===== src/rtl/mac_pkg.sv =====
// Shared definitions for the data-memory access controller: default bus widths and FSM state encodings.
package mac_pkg;

    localparam int MAC_AW  = 8;
    localparam int MAC_DW  = 8;
    localparam int STATE_W = 3;

    typedef enum logic [STATE_W-1:0] {
        ST_IDLE  = 3'd0,
        ST_WRITE = 3'd1,
        ST_READ  = 3'd2,
        ST_RESP  = 3'd3,
        ST_VREAD = 3'd4
    } mac_state_e;

endpackage


===== src/rtl/mem_access_ctrl_if.sv =====
// Request/response channel between the execute stage (master) and the memory access controller (slave).
interface mem_access_ctrl_if
    import mac_pkg::*;
#(
    parameter int AW = MAC_AW,
    parameter int DW = MAC_DW
);
    logic          req_valid;
    logic          req_ready;
    logic          req_write;
    logic [AW-1:0] req_addr;
    logic [DW-1:0] req_wdata;
    logic          resp_valid;
    logic [DW-1:0] resp_rdata;

    modport master (
        output req_valid, req_write, req_addr, req_wdata,
        input  req_ready, resp_valid, resp_rdata
    );

    modport slave (
        input  req_valid, req_write, req_addr, req_wdata,
        output req_ready, resp_valid, resp_rdata
    );
endinterface


===== src/rtl/mem_access_ctrl.sv =====
// Initiator side of the nRISC data-memory port: one load/store at a time, 2-cycle latency.
// Optional build macro MAC_WRITE_VERIFY_EN adds a read-back check after every store.
module mem_access_ctrl
    import mac_pkg::*;
#(
    parameter int AW = MAC_AW,
    parameter int DW = MAC_DW
)
(
    input  logic            clk,
    input  logic            reset,
    mem_access_ctrl_if.slave req,
    output logic            busy,
    output logic            mem_we,
    output logic            mem_re,
    output logic [AW-1:0]   mem_addr,
    output logic [DW-1:0]   mem_wdata,
    input  logic [DW-1:0]   mem_rdata
`ifdef MAC_WRITE_VERIFY_EN
    ,
    output logic            verify_err
`endif
);

    mac_state_e    state_q;
    logic [AW-1:0] addr_q;
    logic [DW-1:0] wdata_q;
    logic [DW-1:0] rdata_q;
    logic          accept;

    assign req.req_ready  = ~reset & ((state_q == ST_IDLE) | (state_q == ST_RESP));
    assign accept         = req.req_valid & req.req_ready;
    assign req.resp_valid = (state_q == ST_RESP);
    assign req.resp_rdata = rdata_q;
    assign busy           = (state_q != ST_IDLE);

    // Strobes are gated with reset so a store caught by reset never reaches the array.
    assign mem_we    = ~reset & (state_q == ST_WRITE);
`ifdef MAC_WRITE_VERIFY_EN
    assign mem_re    = ~reset & ((state_q == ST_READ) | (state_q == ST_VREAD));
`else
    assign mem_re    = ~reset & (state_q == ST_READ);
`endif
    assign mem_addr  = addr_q;
    assign mem_wdata = wdata_q;

`ifdef MAC_WRITE_VERIFY_EN
    logic verr_q;
    assign verify_err = verr_q;
`endif

    always_ff @(posedge clk) begin
        if (reset) begin
            state_q <= ST_IDLE;
            addr_q  <= '0;
            wdata_q <= '0;
            rdata_q <= '0;
`ifdef MAC_WRITE_VERIFY_EN
            verr_q  <= 1'b0;
`endif
        end else begin
`ifdef MAC_WRITE_VERIFY_EN
            verr_q <= 1'b0;
`endif
            case (state_q)
                ST_IDLE, ST_RESP: begin
                    if (accept) begin
                        addr_q  <= req.req_addr;
                        wdata_q <= req.req_wdata;
                        state_q <= req.req_write ? ST_WRITE : ST_READ;
                    end else begin
                        state_q <= ST_IDLE;
                    end
                end
                ST_WRITE: begin
`ifdef MAC_WRITE_VERIFY_EN
                    state_q <= ST_VREAD;
`else
                    state_q <= ST_RESP;
`endif
                end
                ST_READ: begin
                    rdata_q <= mem_rdata;
                    state_q <= ST_RESP;
                end
`ifdef MAC_WRITE_VERIFY_EN
                ST_VREAD: begin
                    verr_q  <= (mem_rdata != wdata_q);
                    state_q <= ST_RESP;
                end
`endif
                default: state_q <= ST_IDLE;
            endcase
        end
    end

endmodule


===== src/flat_wrapper.sv =====
// flat-port wrapper written by rule: the top's interface ports become plain ports
module mem_access_ctrl_flat import mac_pkg::*;
#(
    parameter int AW = MAC_AW,
    parameter int DW = MAC_DW
)
  (clk, reset, busy, mem_we, mem_re, mem_addr, mem_wdata, mem_rdata, req_req_valid, req_req_write, req_req_addr, req_req_wdata, req_req_ready, req_resp_valid, req_resp_rdata);
  mem_access_ctrl_if #(.AW(AW), .DW(DW)) req_i ();
  input  logic clk;
  input  logic reset;
  output logic busy;
  output logic mem_we;
  output logic mem_re;
  output logic [AW-1:0] mem_addr;
  output logic [DW-1:0] mem_wdata;
  input  logic [DW-1:0] mem_rdata;
  input wire logic [$bits(req_i.req_valid)-1:0] req_req_valid;
  input wire logic [$bits(req_i.req_write)-1:0] req_req_write;
  input wire logic [$bits(req_i.req_addr)-1:0] req_req_addr;
  input wire logic [$bits(req_i.req_wdata)-1:0] req_req_wdata;
  output wire logic [$bits(req_i.req_ready)-1:0] req_req_ready;
  output wire logic [$bits(req_i.resp_valid)-1:0] req_resp_valid;
  output wire logic [$bits(req_i.resp_rdata)-1:0] req_resp_rdata;
  assign req_i.req_valid = req_req_valid;
  assign req_i.req_write = req_req_write;
  assign req_i.req_addr = req_req_addr;
  assign req_i.req_wdata = req_req_wdata;
  assign req_req_ready = req_i.req_ready;
  assign req_resp_valid = req_i.resp_valid;
  assign req_resp_rdata = req_i.resp_rdata;
  mem_access_ctrl #(.AW(AW), .DW(DW)) u_core (.clk(clk), .reset(reset), .req(req_i), .busy(busy), .mem_we(mem_we), .mem_re(mem_re), .mem_addr(mem_addr), .mem_wdata(mem_wdata), .mem_rdata(mem_rdata));
endmodule

===== config.mk =====
export PLATFORM = sky130hd
export DESIGN_NAME = mem_access_ctrl_flat
export DESIGN_NICKNAME = d
export VERILOG_FILES = /design/src/rtl/mac_pkg.sv /design/src/rtl/mem_access_ctrl_if.sv /design/src/rtl/mem_access_ctrl.sv /design/src/flat_wrapper.sv
export SDC_FILE = /design/constraint.sdc
export NUM_CORES = 1
export LEC_CHECK = 0
export CORE_UTILIZATION = 36
export DETAILED_ROUTE_END_ITERATION = 16
export PLACE_DENSITY = 0.75
export SLEW_MARGIN = 20
export SYNTH_ARGS = -nofsm -noshare
export SYNTH_HDL_FRONTEND = slang
export SYNTH_SLANG_ARGS = --single-unit

===== constraint.sdc =====
create_clock -name clk -period 1.4 [get_ports clk]
set_input_delay 0.28 -clock clk [delete_from_list [all_inputs] [get_ports clk]]
set_output_delay 0.28 -clock clk [all_outputs]
set_load 0.005 [all_outputs]

Yosys cells after proc, flatten, opt, wreduce, memory -nomap -nowiden
Cells that the tools add are included.
Widths: inputs -> output; s select.
{ "word_totals": {"in_bits": 28, "regBits": 27, "latchBits": 0, "n_memories": 0, "ramBits": 0, "output_inout_bits": 29, "mem_bits_ro": 0} }
{ "classes": {"div_mod_pow": 0, "magnitude_cmp": 0, "bitwise": 6, "n_eq_ne": 3, "n_shift": 0, "mul": 0, "add_sub_neg": 0, "n_mux": 3, "n_reduce_logical": 5} }
{ "op_table": {"columns": ["op", "n"], "rows": [
  ["$eq 3x2->1 const B", 2],
  ["$pmux 3 s2", 1],
  ["$and 1x1->1", 4],
  ["$reduce_or 2->1", 2],
  ["$eq 3x1->1 const B", 1],
  ["$logic_not 3->1", 1],
  ["$mux 3", 1],
  ["$reduce_bool 3->1", 1],
  ["$mux 2", 1],
  ["$reduce_and 2->1", 1],
  ["$not 1->1", 1],
  ["$or 1x1->1", 1]
]} }

Logic depth before layout (Yosys ltp)
{ "depth": {"depth_word": 6, "mapped_depth": 6, "ltp_nobuf": 4} }

Worst setup path before layout
Ideal clock, no wire load.
{ "synth_timing": {"path_type": "register to register", "from": "register u_core.state_q[0]", "to": "register u_core.addr_q[6] (netlist: u_core.mem_addr[6])", "setup_slack_ps": -27, "n_path_buf": 2, "arrival_ps": 1311, "setup_ps": 116, "required_time_ps": 1284, "path_stages_with_launch": 7, "cell_sequence": "dfxtp_1 > inv_1 > ha_1 > buf_4 > and2b_4 > buf_8 > o21ai_2"} }
{ "synth_between": {"elab_chain_cells": 5, "word_cells_on_any_way": 7} }
{ "synth_lines": {"columns": ["item", "line_no", "source"], "rows": [
  ["start: declaration", "mem_access_ctrl.sv:25", "mac_state_e state_q;"],
  ["start signal: assignment", "mem_access_ctrl.sv:70", "state_q <= req.req_write ? ST_WRITE : ST_READ;"],
  ["$eq 3x2->1 / $logic_not 3->1 (equally long branches)", "mem_access_ctrl.sv:31, mem_access_ctrl.sv:65", null],
  ["$or 1x1->1", "mem_access_ctrl.sv:31", "assign req.req_ready = ~reset & ((state_q == ST_IDLE) | (state_q == ST_RESP));"],
  ["$and 1x1->1", "mem_access_ctrl.sv:31", null],
  ["$and 1x1->1", "mem_access_ctrl.sv:32", "assign accept = req.req_valid & req.req_ready;"],
  ["$reduce_and 2->1 (no source line) (*)", null, null],
  ["end signal: assignment", "mem_access_ctrl.sv:68", "addr_q <= req.req_addr;"],
  ["end: declaration", "mem_access_ctrl.sv:26", "logic [AW-1:0] addr_q;"]
]} }
Mark *: on every way between the ends. The rest lies on a longest branch, timed or not.
A chain may end at the register's enable or synchronous reset.

Worst setup path in the final report
{ "layout_timing": {"from": "register u_core.state_q[1]", "to": "output mem_we"} }
{ "layout_between": {"elab_chain_cells": 2} }
{ "layout_lines": {"columns": ["item", "line_no", "source"], "rows": [
  ["$eq 3x1->1", "mem_access_ctrl.sv:38", "assign mem_we = ~reset & (state_q == ST_WRITE);"],
  ["$and 1x1->1", "mem_access_ctrl.sv:38", null],
  ["end: declaration", "flat_wrapper.sv:12", "output logic mem_we;"]
]} }
Every way passes these cells.

==> impl_metrics.toml <==
[status]
outcome = "complete, but fails checks"
violations = "setup timing"

[sta]
fin_skew_ps = 18.9
fin_crit_ps = 1500
setup_viol = 8
slew_violations = 0
hold_violations = 0
rsz0062_at_grt = "yes"
setup_ws_ps = -105
worst_pin_slew_ps = 398
slew-limit-headroom = 0.734
period_share = 1.07
max_freq_mhz = 665

[setup_path]
regToRegStartpoint = "u_core.state_q[1]"
crit_family = "flip-flops"
required_ps = 1120
cpPeakStageDelay_ps = 360
startpoint_type = "register"
crit_fanout = 2
r2r_slack_ps = -20
critPathBufInv = 3
worst_setup_path_end_kind = "primary output"
crit_path_cell_trace = "inv_2, buf_6, ha_4, nor2b_4, buf_2"
worstSetupPathType = "reg2out"
critPathSlowestCell = "dfxtp_2"
arrival_ps = 1220
worstRegToRegCells = 6
r2r_end = "u_core.mem_wdata[7]"

[global_route]
antenna_found_initial = 0
grt_overflow_total = 0
grt_max_degree = 37
grt_pass1_vias = 1175
track_usage = 0.183
grt_pass1_wl_um = 4930

[floorplanning]
die_h_um = 59.6
start_util = 0.385
rows = 20
io_pins = 57
core_mm2 = 0.00310
die-area_mm2 = 0.00356
die_w_um = 59.6

[route]
post_drt_via_cell_ratio = 4.68
num_vias = 1081
firstDrtPassIters = 2
drt_iter0_drc = 26
postRouteAntennaNets = 0
drc_errors = 0
routedWlPerCell_um = 13.4
routed_wl_um = 3090

[synthesis]
synthTopCellsByCount = "26 x dfxtp_1, 17 x nand2b_1, 16 x nand4bb_1"
synthArstFlopShare = 0
yosys.cell_types.count = 17
synth_top_cell_area_share = 0.435
yosys.area.top_type = "dfxtp_1"
netlist_area_mm2 = 0.00120
synth.ff_latch_count = 26
seq_area_frac_synth = 0.435
synth_warnings = 0
synth_edf_count = 0
syn_inst = 115
syn_nets = 147
yosysMostFrequentCell = "dfxtp_1"
synth.top_cells.by_area = "dfxtp_1 44%, nand4bb_1 15%, nand2b_1 8.9%"
synth.avg_cell_area_um2 = 10.4
ys.flop_type = "dfxtp_1"

[finish]
nets = 220
num_antenna_cells = 0
utilization = 0.663
multi_input_area_um2 = 667
syn_to_final_growth_pct = 72.0
drive_above_1_share = 0.412
ff_latch_area_um2 = 553
n_fill_cell = 268
stdcell_count = 231

[placement]
io_buffers = 56
place_inst = 214
gp_congestion = 0.696
preCtsSetupSlack_ps = -402
dp_hpwl_um = 2100

[cts]
h-tree-depth = 1
cts_tree = "built"
clock_sinks = 26
cts_buffers = 3
path_clk_slew_ps = 130
clock_latency_ps = 320
postCtsHoldBufs = 0
cts_buffer_depth = 2
clockRootBuffer = "clkbuf_4"

[flow_run]
drv_cap = 0

[power_and_ir_drop]
power.density_mw_per_mm2 = 1110
vdd_drop_max_mv = 0.453
leakage_nw = 0.893

[min_path]
hold_start = "u_core.mem_wdata[6]"
hold_path_depth = 2
hold_path_class = "reg2reg"
min_to = "u_core.mem_wdata[6]"
==> worst reg2reg max path: cells and delay by family, from the launching register on <==
family	cells	cell delay (ps)
flops	1	360
simple gates	1	330
buf+inv	3	340
fa+ha+maj	1	260
compound gates	1	60
==> layout make-up <==
type | instances | share of cell area
Timing Repair Buffer | 77 | 0.346
Tap cell | 44 | 0.0268
Clock buffer | 3 | 0.0109
Sequential cell | 26 | 0.269
Clock inverter | 1 | 0.0146
Inverter | 4 | 0.00852
Multi-Input combinational cell | 76 | 0.324
==> registers in the layout (all words and copies together), names as in the netlist <==
signal / count
u_core.mem_wdata: 8
u_core.state_q: 2
u_core.mem_addr: 8
u_core.req.resp_rdata: 8
==> cells in the final DEF, fill, tap and decap left out, types with 4 or more instances in the layout <==
| cell type | Yosys | final |
|---|---|---|
| clkdlybuf4s50_1 | 0 | 27 |
| buf_4 | 2 | 15 |
| nand4bb_1 | 16 | 16 |
| buf_2 | 3 | 5 |
| o21ai_0 | 4 | 4 |
| dfxtp_2 | 0 | 26 |
| nand2b_1 | 17 | 17 |
| nor2_1 | 10 | 9 |
| mux2i_1 | 8 | 8 |
| dlygate4sd2_1 | 0 | 24 |
| o21ai_2 | 10 | 12 |
==> layer usage <==
metal	track usage	part of all wire	up-vias
met4	0.0598	0.0036	0
met2	0.346	0.52	40
met5	0	0	-
met3	0.0371	0.068	2
met1	0.200	0.40	501
li1	-	-	538
==> worst max path at each step <==
stage	to	slack, ps	cells past startpoint	from
4_1_cts	mem_we	-110	5	u_core.state_q[1]
3_3_place_gp	mem_we	-350	3	reset
3_5_place_dp	req_req_ready	-400	3	reset
5_1_grt	mem_we	-170	5	u_core.state_q[1]
6_report	mem_we	-100	5	u_core.state_q[1]
2_1_floorplan	u_core.mem_addr[6]	10	6	u_core.state_q[0]
==> cell families (layout without fill, tap and decap cells) <==
kind of cell	count (synthesis)	count (layout)	share of synthesized area
AO/OA/AOI/OAI	18	18	0.107
adder cells (fa/ha/maj)	4	4	0.0418
buffers and inverters	13	85	0.0596
flip-flops	26	26	0.435
multiplexers	8	8	0.0669
AND/OR/NAND/NOR	46	46	0.290
==> stage by stage <==
stage	power (mW)	hold WS (ps)	instance area [µm²]	TNS, ps
final	2.29	479	2060	-357
after global routing	2.43	507	2060	-1100
after CTS	2.17	479	1970	-483
after detailed placement	1.58	465	1820	-4470
after global placement	1.55	451	1820	-3760
after floorplan	1.25	425	1200	0
==> timing repair <==
item | in CTS | in global routing
setup buffers | 7 | 6
resized for setup | 77 | 10
endpoints found under the hold margin | 0 | 0
endpoints found under the setup margin | 45 | 18
pin swaps | 0 | 2
==> report_power, final <==
group	total (mW)	switching, mW	internal [mW]
logic	0.890	0.339	0.552
clock network	0.515	0.225	0.289
registers	0.887	0.0439	0.843
(Power assumes the default switching activity.)
==> RTL change: new RTL, config.mk and constraints unchanged <==
Set the package constant `MAC_DW` to 6 (it was 8).
--- a/src/rtl/mac_pkg.sv
+++ b/src/rtl/mac_pkg.sv
@@ -4,3 +4,3 @@
     localparam int MAC_AW  = 8;
-    localparam int MAC_DW  = 8;
+    localparam int MAC_DW  = 6;
     localparam int STATE_W = 3;
Interface: changed (resized mem_rdata, mem_wdata, req_req_wdata and req_resp_rdata); port bits go from 57 to 49. The function was not compared with the original's and may differ.
==> RTL change against the original RTL <==
- the flow still finishes with violations (negative setup slack)
- count of clock-buffer cells in the layout is 1 higher
- die area down 13%
- synthesized area is 14% lower
- core utilization shrank 4.3 points
- wire length is 20% lower
- sequential cell count fell by 4
- setup slack improved by 20 ps
- power shrank 25%
- non-clock buffer count down 14
- clock power shrank 34%
- design area fell by 18%
==> RTL change: results (changes against the original RTL) <==
** Run status
- Result of the run :: finished, violations left
- Failing checks :: negative setup slack

** Clock tree
- Clk_lat worst skew :: 300 ps (-20 ps)

** STA
- Aggregate negative setup slack :: -225 ps (+132 ps)
- Final Worst Setup Slack :: -84.6 ps (+20.0 ps)
- The final count of negative-setup-slack endpoints came to 3 (-5).

** Layout
- The number of signal-net buffers in the layout is 63 (-18%).
- Count of clock buffers in the final design :: 4 (+1)
- The fraction of final layout cells sized beyond drive strength 1 came to 0.390 (-0.0218).
- Share of final layout cell area taken by non-clock buffers :: 0.332 (-0.0138)
- Fraction of area in registers :: 0.276 (+0.00736)
- Number of multi-input logic gates :: 66 (-13%)

** Pwr
- Power share of the clock group :: 0.197 (-0.028)
- Net switching power of the design :: 0.000483 W (-20%)
- The power share of the combinational group is 0.368 (-0.021).
- Leak Pwr :: 0.744 nW (-17%)

** Drt
- 1st-iter DRT viols :: 16 (-38%)
- The final wirelength came to 2460 um (-20%).
- The post-detailed-route wirelength per cell was 12.9 um (-3.3%).

** Place
- Gp weighted congestion :: 0.725 (+4.2%)
- The setup slack at placement came to -380 ps (+22.2 ps).
- The placed cell count came to 184 (-14%).
- The detailed placer's ending HPWL was 1810 um (-14%).

** Synth
- Sequential cell area fraction in the yosys report :: 0.426 (-0.00900)
- Net count of the mapped netlist :: 128 (-13%)

** Global route
- The overall fraction of global-route tracks in use was 0.168 (-0.0152).
- The maximum number of pins on one net before global-route repair is 25 (-32%).
- The via count of the first global-routing pass was 941 (-20%).

** Worst setup path
- The data arrival time at the worst-slack endpoint was 1200 ps (-20 ps).
-- RTL change: cell types whose count changed in the layout (fill, tap and decap cells not counted), moves of 2 or more --
cell,delta
clkdlybuf4s50_1,-4
dfxtp_2,-4
dlygate4sd2_1,-4
buf_4,-3
buf_12,-2
mux2i_1,-2
nand2b_1,-2
nand4bb_1,-2
o21ai_2,-2
-- RTL change: metal layers --
metal  routed length [um]  vias up  GRT usage
met5                    0        -          0
met4                    0        0     0.0500
met3                  177        0     0.0535
met2                 1270       33      0.303
met1                 1010      421      0.187
li1                     -      461          -
-- RTL change: metrics by stage --
stage | hold slack [ps] | power, W | cell area, sq um
floorplan | 425 | 0.00105 | 1030
global placement | 452 | 0.00139 | 1620
detailed placement | 467 | 0.00141 | 1620
CTS | 480 | 0.00176 | 1700
global route | 495 | 0.00184 | 1690
finish | 477 | 0.00173 | 1690
-- RTL change: timing repair --
item                                    CTS  global route
resized for setup                        69             1
setup buffers                             2             0
pin swaps                                 2             0
endpoints found under the setup margin   25             5
-- RTL change: worst paths after layout --
kind / start / endpoint / slack [ps] / cells past startpoint
min: u_core.mem_wdata[3] / u_core.mem_wdata[3] / 480 / 2
min reg2reg: u_core.mem_wdata[3] / u_core.mem_wdata[3] / 480 / 2
max: u_core.state_q[1] / mem_we / -80 / 5
max reg2reg: u_core.state_q[1] / u_core.mem_addr[2] / 110 / 6
-- RTL change: critical path, delay by kind of cell, from the launching register on --
family | cells | cell delay, ps
simple gates | 1 | 120
fa+ha+maj | 1 | 130
buf+inv | 3 | 290
flops | 1 | 360
-- RTL change: kinds of logic after synthesis --
kind of cell	after synthesis	share of synthesized area
muxes	6	0.0581
DFF	22	0.426
AOI/OAI and AO/OA	16	0.114
adders and majority gates	4	0.0484
and+or+nand+nor	40	0.298
buffers and inverters	12	0.0557
